===== src/rtl/bcd_to_binary_seq_if.sv =====
// Start/done handshake bundle for the sequential BCD-to-binary converter.
// With BCD_TO_BINARY_SIGN_EN defined, a neg input is added and binary widens by one bit.
interface bcd_to_binary_seq_if #(
  parameter int DIGITS    = 5,
  parameter int BIN_WIDTH = 17
);
`ifdef BCD_TO_BINARY_SIGN_EN
  localparam int OUT_W = BIN_WIDTH + 1;
  logic                neg;
`else
  localparam int OUT_W = BIN_WIDTH;
`endif
  logic                start;
  logic [4*DIGITS-1:0] bcd;
  logic [OUT_W-1:0]    binary;
  logic                busy;
  logic                done;
  logic                err;

`ifdef BCD_TO_BINARY_SIGN_EN
  modport master (output start, bcd, neg, input binary, busy, done, err);
  modport slave  (input start, bcd, neg, output binary, busy, done, err);
`else
  modport master (output start, bcd, input binary, busy, done, err);
  modport slave  (input start, bcd, output binary, busy, done, err);
`endif
endinterface


===== src/rtl/bcd_to_binary_seq.sv =====
// Sequential reverse double-dabble: packed BCD to binary, one shift/adjust per clock.
// Optional signed result (two's complement, neg input) when BCD_TO_BINARY_SIGN_EN is defined.
module bcd_to_binary_seq #(
  parameter int DIGITS    = 5,
  parameter int BIN_WIDTH = 17
) (
  input  logic                  clk,
  input  logic                  rst,
  bcd_to_binary_seq_if.slave    bus
);
  localparam int BCD_W  = 4 * DIGITS;
  localparam int WORK_W = BCD_W + BIN_WIDTH;
  localparam int CNT_W  = $clog2(BIN_WIDTH + 1);
`ifdef BCD_TO_BINARY_SIGN_EN
  localparam int OUT_W  = BIN_WIDTH + 1;
`else
  localparam int OUT_W  = BIN_WIDTH;
`endif
  localparam logic [CNT_W-1:0] LAST_CNT = CNT_W'(BIN_WIDTH - 1);

  typedef enum logic [0:0] {IDLE = 1'b0, CONV = 1'b1} state_t;

  state_t             state_r;
  logic [CNT_W-1:0]   cnt_r;
  logic [WORK_W-1:0]  work_r;
  logic [WORK_W-1:0]  shift_s;
  logic [WORK_W-1:0]  work_next_s;
  logic [OUT_W-1:0]   binary_r;
  logic [OUT_W-1:0]   result_s;
  logic               busy_r;
  logic               done_r;
  logic               err_r;
  logic               bad_s;
`ifdef BCD_TO_BINARY_SIGN_EN
  logic               neg_r;
  logic [OUT_W-1:0]   mag_s;
`endif

  function automatic logic has_bad_digit(input logic [BCD_W-1:0] v);
    logic bad;
    bad = 1'b0;
    for (int i = 0; i < DIGITS; i++) begin
      bad = bad | (v[4*i +: 4] > 4'd9);
    end
    return bad;
  endfunction

  // Inverse of the add-3 step: a digit that reached 8+ after the shift held a carry of 5.
  function automatic logic [3:0] adjust_digit(input logic [3:0] d);
    return (d >= 4'd8) ? (d - 4'd3) : d;
  endfunction

  // Next work value: shift right, then adjust every BCD nibble independently
  always_comb begin
    shift_s     = {1'b0, work_r[WORK_W-1:1]};
    work_next_s = shift_s;
    for (int i = 0; i < DIGITS; i++) begin
      work_next_s[BIN_WIDTH + 4*i +: 4] = adjust_digit(shift_s[BIN_WIDTH + 4*i +: 4]);
    end
    bad_s = has_bad_digit(bus.bcd);
  end

  // Final result taken from the bin_part of this iteration, negated on request
  always_comb begin
`ifdef BCD_TO_BINARY_SIGN_EN
    mag_s = {1'b0, work_next_s[BIN_WIDTH-1:0]};
    if (neg_r) begin
      result_s = ~mag_s + OUT_W'(1);
    end else begin
      result_s = mag_s;
    end
`else
    result_s = work_next_s[BIN_WIDTH-1:0];
`endif
  end

  // Control FSM, iteration datapath and registered outputs
  always_ff @(posedge clk) begin
    if (rst) begin
      state_r  <= IDLE;
      cnt_r    <= '0;
      work_r   <= '0;
      binary_r <= '0;
      busy_r   <= 1'b0;
      done_r   <= 1'b0;
      err_r    <= 1'b0;
`ifdef BCD_TO_BINARY_SIGN_EN
      neg_r    <= 1'b0;
`endif
    end else begin
      done_r <= 1'b0;
      case (state_r)
        IDLE: begin
          if (bus.start) begin
            if (bad_s) begin
              binary_r <= '0;
              err_r    <= 1'b1;
              done_r   <= 1'b1;
            end else begin
              work_r  <= {bus.bcd, {BIN_WIDTH{1'b0}}};
              cnt_r   <= '0;
              err_r   <= 1'b0;
              busy_r  <= 1'b1;
              state_r <= CONV;
`ifdef BCD_TO_BINARY_SIGN_EN
              neg_r   <= bus.neg;
`endif
            end
          end
        end
        CONV: begin
          work_r <= work_next_s;
          cnt_r  <= cnt_r + CNT_W'(1);
          if (cnt_r == LAST_CNT) begin
            binary_r <= result_s;
            done_r   <= 1'b1;
            busy_r   <= 1'b0;
            state_r  <= IDLE;
          end
        end
        default: begin
          state_r <= IDLE;
          busy_r  <= 1'b0;
        end
      endcase
    end
  end

  assign bus.binary = binary_r;
  assign bus.busy   = busy_r;
  assign bus.done   = done_r;
  assign bus.err    = err_r;
endmodule

===== src/flat_wrapper.sv =====
// flat-port wrapper written by rule: the top's interface ports become plain ports
module bcd_to_binary_seq_flat 
#(
  parameter int DIGITS    = 5,
  parameter int BIN_WIDTH = 17
)
  (clk, rst, bus_start, bus_bcd, bus_binary, bus_busy, bus_done, bus_err);
  bcd_to_binary_seq_if #(.DIGITS(DIGITS), .BIN_WIDTH(BIN_WIDTH)) bus_i ();
  input  logic clk;
  input  logic rst;
  input wire logic [$bits(bus_i.start)-1:0] bus_start;
  input wire logic [$bits(bus_i.bcd)-1:0] bus_bcd;
  output wire logic [$bits(bus_i.binary)-1:0] bus_binary;
  output wire logic [$bits(bus_i.busy)-1:0] bus_busy;
  output wire logic [$bits(bus_i.done)-1:0] bus_done;
  output wire logic [$bits(bus_i.err)-1:0] bus_err;
  assign bus_i.start = bus_start;
  assign bus_i.bcd = bus_bcd;
  assign bus_binary = bus_i.binary;
  assign bus_busy = bus_i.busy;
  assign bus_done = bus_i.done;
  assign bus_err = bus_i.err;
  bcd_to_binary_seq #(.DIGITS(DIGITS), .BIN_WIDTH(BIN_WIDTH)) u_core (.clk(clk), .rst(rst), .bus(bus_i));
endmodule

===== config.mk =====
export PLATFORM = sky130hd
export DESIGN_NAME = bcd_to_binary_seq_flat
export DESIGN_NICKNAME = d
export VERILOG_FILES = /design/src/rtl/bcd_to_binary_seq_if.sv /design/src/rtl/bcd_to_binary_seq.sv /design/src/flat_wrapper.sv
export SDC_FILE = /design/constraint.sdc
export NUM_CORES = 1
export LEC_CHECK = 0
export ABC_AREA = 1
export CORE_MARGIN = 10
export CORE_UTILIZATION = 40
export DETAILED_ROUTE_END_ITERATION = 16
export DONT_BUFFER_PORTS = 1
export PLACE_DENSITY_LB_ADDON = 0.12
export SYNTH_ARGS = -nofsm -noshare
export SYNTH_HDL_FRONTEND = slang
export SYNTH_SLANG_ARGS = --single-unit

===== constraint.sdc =====
create_clock -name clk -period 3.1 [get_ports clk]
set_input_delay 0.62 -clock clk [delete_from_list [all_inputs] [get_ports clk]]
set_output_delay 0.62 -clock clk [all_outputs]
set_load 0.005 [all_outputs]

==> results.sh, run 1 <==
export IMPL_layout_setup_ws_ns=1.34
export IMPL_synth_yosys_seq_area_share_pct=39.8
export IMPL_dpl_cell_area_mm2=0.00311
export IMPL_root_buffer="clkbuf_8"
export IMPL_skew_ns=0.00738
export IMPL_endpoint_kind="flip-flop"
export IMPL_yosysUniqueCellTypes=29
export IMPL_max_freq_mhz=569
export IMPL_first_iter_violations=142
export IMPL_clk_latency_ns=0.34
export IMPL_min_period_ns=1.76
export IMPL_cp_start_kind="primary input"
export IMPL_grt_max_degree=56
export IMPL_finalWirelength_mm=7.36
export IMPL_port_buffers=0
export IMPL_grt_pass1_vias=2516
export IMPL_drv_slew=0
export IMPL_h_tree_depth=3
export IMPL_ys_ff_latch=62
export IMPL_synth_area_leader_cell="dfxtp_1"
export IMPL_postCtsSetupRepairBufs=0
export IMPL_syn_area_mm2=0.00312
export IMPL_r2r_start="u_core.cnt_r[0]"
export IMPL_power_density_mw_per_mm2=485
export IMPL_postLayoutCellArea_mm2=0.00329
export IMPL_syn_inst=410
export IMPL_crit_path_start="bus_bcd[2]"
export IMPL_final_setup_viol_count=0
export IMPL_status="finished clean"
export IMPL_ios=43
export IMPL_postCtsHoldBufs=0
export IMPL_syn2layout_area_growth_pct=5.49
export IMPL_intPower_mw=1.21
export IMPL_cts_resized=0
export IMPL_p_leak_nw=1.16
export IMPL_diodes=0
export IMPL_hp_start="rst"
export IMPL_place_gp_congestion=0.796
export IMPL_synth_area_leaders="dfxtp_1, nand3_1, nand2_1"
export IMPL_clockBufferDepth=2
export IMPL_hold_violations=0
export IMPL_final_setup_tns_ns=0
export IMPL_antenna_found_initial=0
export IMPL_cp_max_fo=36
export IMPL_mostFrequentLayoutCells="nand2_1, nand3_1, dfxtp_1, a21oi_1, inv_1"
export IMPL_cp_arrival_ns=2.04
export IMPL_ys_flop_type="dfxtp_1"
export IMPL_layout_commonest_cell="nand2_1"
export IMPL_clkSlewWorstSetupHoldPaths_ns=0.07
export IMPL_rows=32
export IMPL_pwr_share_comb_pct=6.4
export IMPL_power_share_clock_pct=42.3
export IMPL_tightest_slew_ns=0.783
export IMPL_relSlewSlack_pct=47.7
export IMPL_dp_hpwl_mm=4.79
export IMPL_hold_path_class="in2reg"
export IMPL_syn_avg_cell_area_um2=7.61
export IMPL_wl_per_cell_um=14.6
export IMPL_critPathKind="in2reg"
export IMPL_synth_nets=443
export IMPL_pwr_share_seq_pct=51.3
export IMPL_die_area_mm2=0.0117
export IMPL_yosysTopAreaCellShare_pct=39.8
export IMPL_worst_hold_slack_ns=0.339
export IMPL_cap_violations=0
export IMPL_synth_edf_count=0
export IMPL_rsz0062_at_grt="no"
export IMPL_drc_errors=0
export IMPL_cp_required_ns=3.38
export IMPL_core_mm2=0.00765
export IMPL_die_w_um=108
export IMPL_firstDrtPassIters=4
export IMPL_num_nets_final=432
export IMPL_fp_dieH_um=108
export IMPL_postSynth_asyncResetShare_pct=0
export IMPL_vdd_drop_max_uv=331
export IMPL_grt_pass1_wl_mm=12.4
export IMPL_netSwitchingPower_uw=387
export IMPL_viasPerCell=5.15
export IMPL_clock_sinks=62
export IMPL_drtAntennaViolNets=0
export IMPL_drive_above_1_share_pct=12.1
export IMPL_overflow=0
export IMPL_tritoncts="done"
export IMPL_cts_buffers=9
export IMPL_grt_usage_pct=13.2
export IMPL_yosysWarnings=0
export IMPL_fin_crit_sh_pct=56.7
export IMPL_initial_utilization_pct=40.8
export IMPL_via_count=2605
export IMPL_dpl_worst_slack_ns=0.981
export IMPL_switching_share_pct=24.2
## power by group through the flow
stage | sequential [mW] | combinational [mW] | clock, mW
finish | 0.819 | 0.103 | 0.676
floorplan | 0.834 | 0.102 | 0
detailed placement | 0.837 | 0.104 | 0
global placement | 0.837 | 0.104 | 0
CTS | 0.819 | 0.105 | 0.700
global route | 0.821 | 0.118 | 0.734
## final cells by class
cell class	count	area, µm²
repair buffers	6	45.0
well taps	102	128
flip-flops and latches	62	1240
inverters	25	93.8
clock inverters	4	47.5
fillers	810	4350
multi-input cells	295	1600
clock buffers	12	135
## sequential cells by signal, summed over array words and instances (netlist names)
register           count
u_core.work_r         36
u_core.bus.binary     17
u_core.cnt_r           5
u_core.bus.busy        1
u_core.bus.done        1
u_core.bus.err         1
u_core.state_r         1
## kinds of logic after synthesis
group	synth area share, %
and+or+nand+nor	29.3
DFF	39.8
AOI/OAI and AO/OA	18.0
adders and majority gates	4.01
buffers and inverters	8.90
## path summary, 6_finish.rpt
path | end | slack, ns | cells after the start
worst max-delay path | u_core.work_r[17] | 1.34 | 7
worst max register to register | u_core.bus.binary[0] | 1.44 | 10
worst min-delay path | u_core.work_r[27] | 0.34 | 1
worst min register to register | u_core.work_r[12] | 0.47 | 2
## synth_stat cells, types with 2 or more instances
cell,n
o21bai_4,2
a21oi_2,9
nand3_1,75
buf_2,12
inv_1,24
o21ai_0,21
nor2_1,22
nand3_2,10
buf_6,5
nand2_1,79
ha_1,10
clkbuf_1,9
o21ai_4,3
a21oi_1,53
dfxtp_1,62
## worst max-delay path: stages
cell and delay [ns]:
o21ai_4 0.17, nand2_1 0.07, nor2_1 0.11, nand3_2 0.60, nand3b_1 0.31, nand2_1 0.07
nor2_1 0.07
## stage by stage
step | utilization [%] | std cells | power [mW]
global route | 43.1 | 506 | 1.67
finish | 43.1 | 506 | 1.60
floorplan | - | 410 | 0.936
CTS | 43.1 | 506 | 1.62
global placement | 40.7 | 490 | 0.941
detailed placement | 40.7 | 490 | 0.942
## per-layer routing
layer  vias up  global-route usage [%]  share of wire [%]
met5         -                       0                  0
met4         0                    3.67                1.3
met3         9                    5.89                6.6
met2        45                    20.7                 47
met1      1197                    16.0                 45
li1       1354                       -                  -
Note: power is estimated with default switching activity, not from simulation.
==> run 2: changes to the inputs <==
==> constraint.sdc (replaced) <==
create_clock -name clk -period 1.46 [get_ports clk]
set_input_delay 0.292 -clock clk [delete_from_list [all_inputs] [get_ports clk]]
set_output_delay 0.292 -clock clk [all_outputs]
set_load 0.005 [all_outputs]
==> run 2 against run 1 <==
Compared with the run above: combinational power grew to 2.6 times the previous value; via count rose by 5.0%; clock power increased to 2.6 times the previous value; setup slack got worse by 1.3 ns; total power is 140% higher; first-iteration DRC count is 43% higher; hold slack worse by 0.33 ns; global-route usage is 0.12 points higher; final cell count is 2.8% higher; sequential share of layout area decreased by 3.2 points; sequential power increased by 110%; wire length grew 3.7%; highest routed layer unchanged; largest cell class unchanged.
==> results.sh, run 2 (synthesized netlist as in run 1, its figures left out) <==
export IMPL_drive_above_1_share_pct=18.2
export IMPL_placed_cells=499
export IMPL_hold_violations=0
export IMPL_ios=43
export IMPL_finalNonFillerCells=520
export IMPL_cts_buffers=9
export IMPL_mostFrequentLayoutCells="nand2_1, nand3_1, dfxtp_1, a21oi_1, inv_1"
export IMPL_diodes=0
export IMPL_port_buffers=0
export IMPL_first_iter_violations=203
export IMPL_p_total_mw=3.76
export IMPL_wl_met2_mm=3.40
export IMPL_largest_register_ffs=36
export IMPL_clock_sinks=62
export IMPL_tritoncts="done"
export IMPL_power_density_mw_per_mm2=1040
export IMPL_drtAntennaViolNets=0
export IMPL_h_tree_depth=3
export IMPL_endpoint_kind="flip-flop"
export IMPL_initial_utilization_pct=40.8
export IMPL_met3_length_um=590
export IMPL_max_freq_mhz=728
export IMPL_wl_per_cell_um=14.7
export IMPL_grt_usage_pct=13.3
export IMPL_hold_path_class="in2reg"
export IMPL_largest_register="u_core.work_r"
export IMPL_finalWirelength_mm=7.64
export IMPL_antenna_found_initial=0
export IMPL_rsz0062_at_grt="yes"
export IMPL_cp_start_kind="flip-flop"
export IMPL_num_nets_final=446
export IMPL_die_area_mm2=0.0117
export IMPL_place_gp_congestion=0.827
export IMPL_firstDrtPassIters=4
export IMPL_cp_arrival_ns=1.65
export IMPL_die_w_um=108
export IMPL_root_buffer="clkbuf_8"
export IMPL_met1Wirelength_mm=3.60
export IMPL_routed_top_layer="met4"
export IMPL_drv_slew=0
export IMPL_clockBufferDepth=2
export IMPL_dpl_worst_slack_ns=0.111
export IMPL_skew_ns=0.00790
export IMPL_cp_max_fo=6
export IMPL_fin_crit_sh_pct=94.0
export IMPL_final_util_pct=47.2
export IMPL_postCtsHoldBufs=2
export IMPL_relSlewSlack_pct=69.4
export IMPL_grt_max_degree=45
export IMPL_critPathKind="reg2reg"
export IMPL_rows=32
export IMPL_status="finished clean"
export IMPL_syn2layout_area_growth_pct=15.5
export IMPL_grt_pass1_wl_mm=12.7
export IMPL_drc_errors=0
export IMPL_p_leak_nw=1.31
export IMPL_overflow=0
export IMPL_tightest_slew_ns=0.458
export IMPL_fp_dieH_um=108
export IMPL_core_mm2=0.00765
export IMPL_cp_required_ns=1.74
export IMPL_cap_violations=0
export IMPL_dp_hpwl_mm=4.92
export IMPL_final_setup_viol_count=0
export IMPL_viasPerCell=5.26
export IMPL_clkSlewWorstSetupHoldPaths_ns=0.07
export IMPL_min_period_ns=1.37
export IMPL_grt_pass1_vias=2582
export IMPL_clk_latency_ns=0.34
export IMPL_vdd_drop_max_uv=347
export IMPL_layout_setup_ws_ns=0.0872
export IMPL_via_count=2736
## run 2: cell count changes in the layout (fill, tap and decap cells not counted), sizes merged
cell	previous run	this run
bufinv	1	2
dlygate4sd3	0	2
buf	6	16
inv	25	26
## run 2: stage by stage
step                hold slack [ns]  cell area [µm²]  setup TNS (ns)
global route               -0.00979             3610         -0.0923
CTS                        0.000993             3500               0
global placement              0.372             3250               0
floorplan                     0.427             3120               0
finish                       0.0113             3610               0
detailed placement            0.370             3250               0
## run 2: worst paths after layout
kind / startpoint / end / slack (ns) / cells past startpoint
setup reg to reg: u_core.cnt_r[1] / u_core.bus.binary[11] / 0.09 / 9
hold reg to reg: u_core.work_r[15] / u_core.work_r[14] / 0.47 / 2
setup / recovery: u_core.cnt_r[1] / u_core.bus.binary[11] / 0.09 / 9
hold / removal: rst / u_core.bus.binary[14] / 0.01 / 1
## run 2: repair_timing
item,in CTS,in global routing
buffers inserted,0,1
setup endpoints to repair,0,10
endpoints found under the hold margin,7,15
gates resized for setup,0,16
## run 2: worst max-delay path, stage by stage, from the launching register on
cell and delay (ns):
dfxtp_2 0.32, inv_1 0.05, ha_2 0.16, nand2_2 0.06
nor3_4 0.22, nand2_4 0.12, buf_12 0.15, inv_6 0.06
nand2_1 0.05, a21oi_1 0.12
## run 2: layout make-up
| cell class | instances | area [µm²] |
|---|---|---|
| clock buffer | 10 | 138 |
| clock inverter | 6 | 93.8 |
| fill | 780 | 4040 |
| inverter | 25 | 98.8 |
| multi-input combinational | 295 | 1640 |
| sequential | 62 | 1240 |
| tap | 102 | 128 |
| timing repair buffer | 20 | 265 |
## run 2: report_power, final
part | internal, mW | switching, mW
Clock | 1.02 | 0.733
Sequential | 1.72 | 0.0226
Combinational | 0.104 | 0.163
Total | 2.84 | 0.919
## run 2: layer usage
metal / vias to the layer above / track usage (%)
met2: 58 / 19.9
met1: 1287 / 17.0
met4: 0 / 4.61
met3: 4 / 5.18
met5: - / 0
li1: 1387 / -
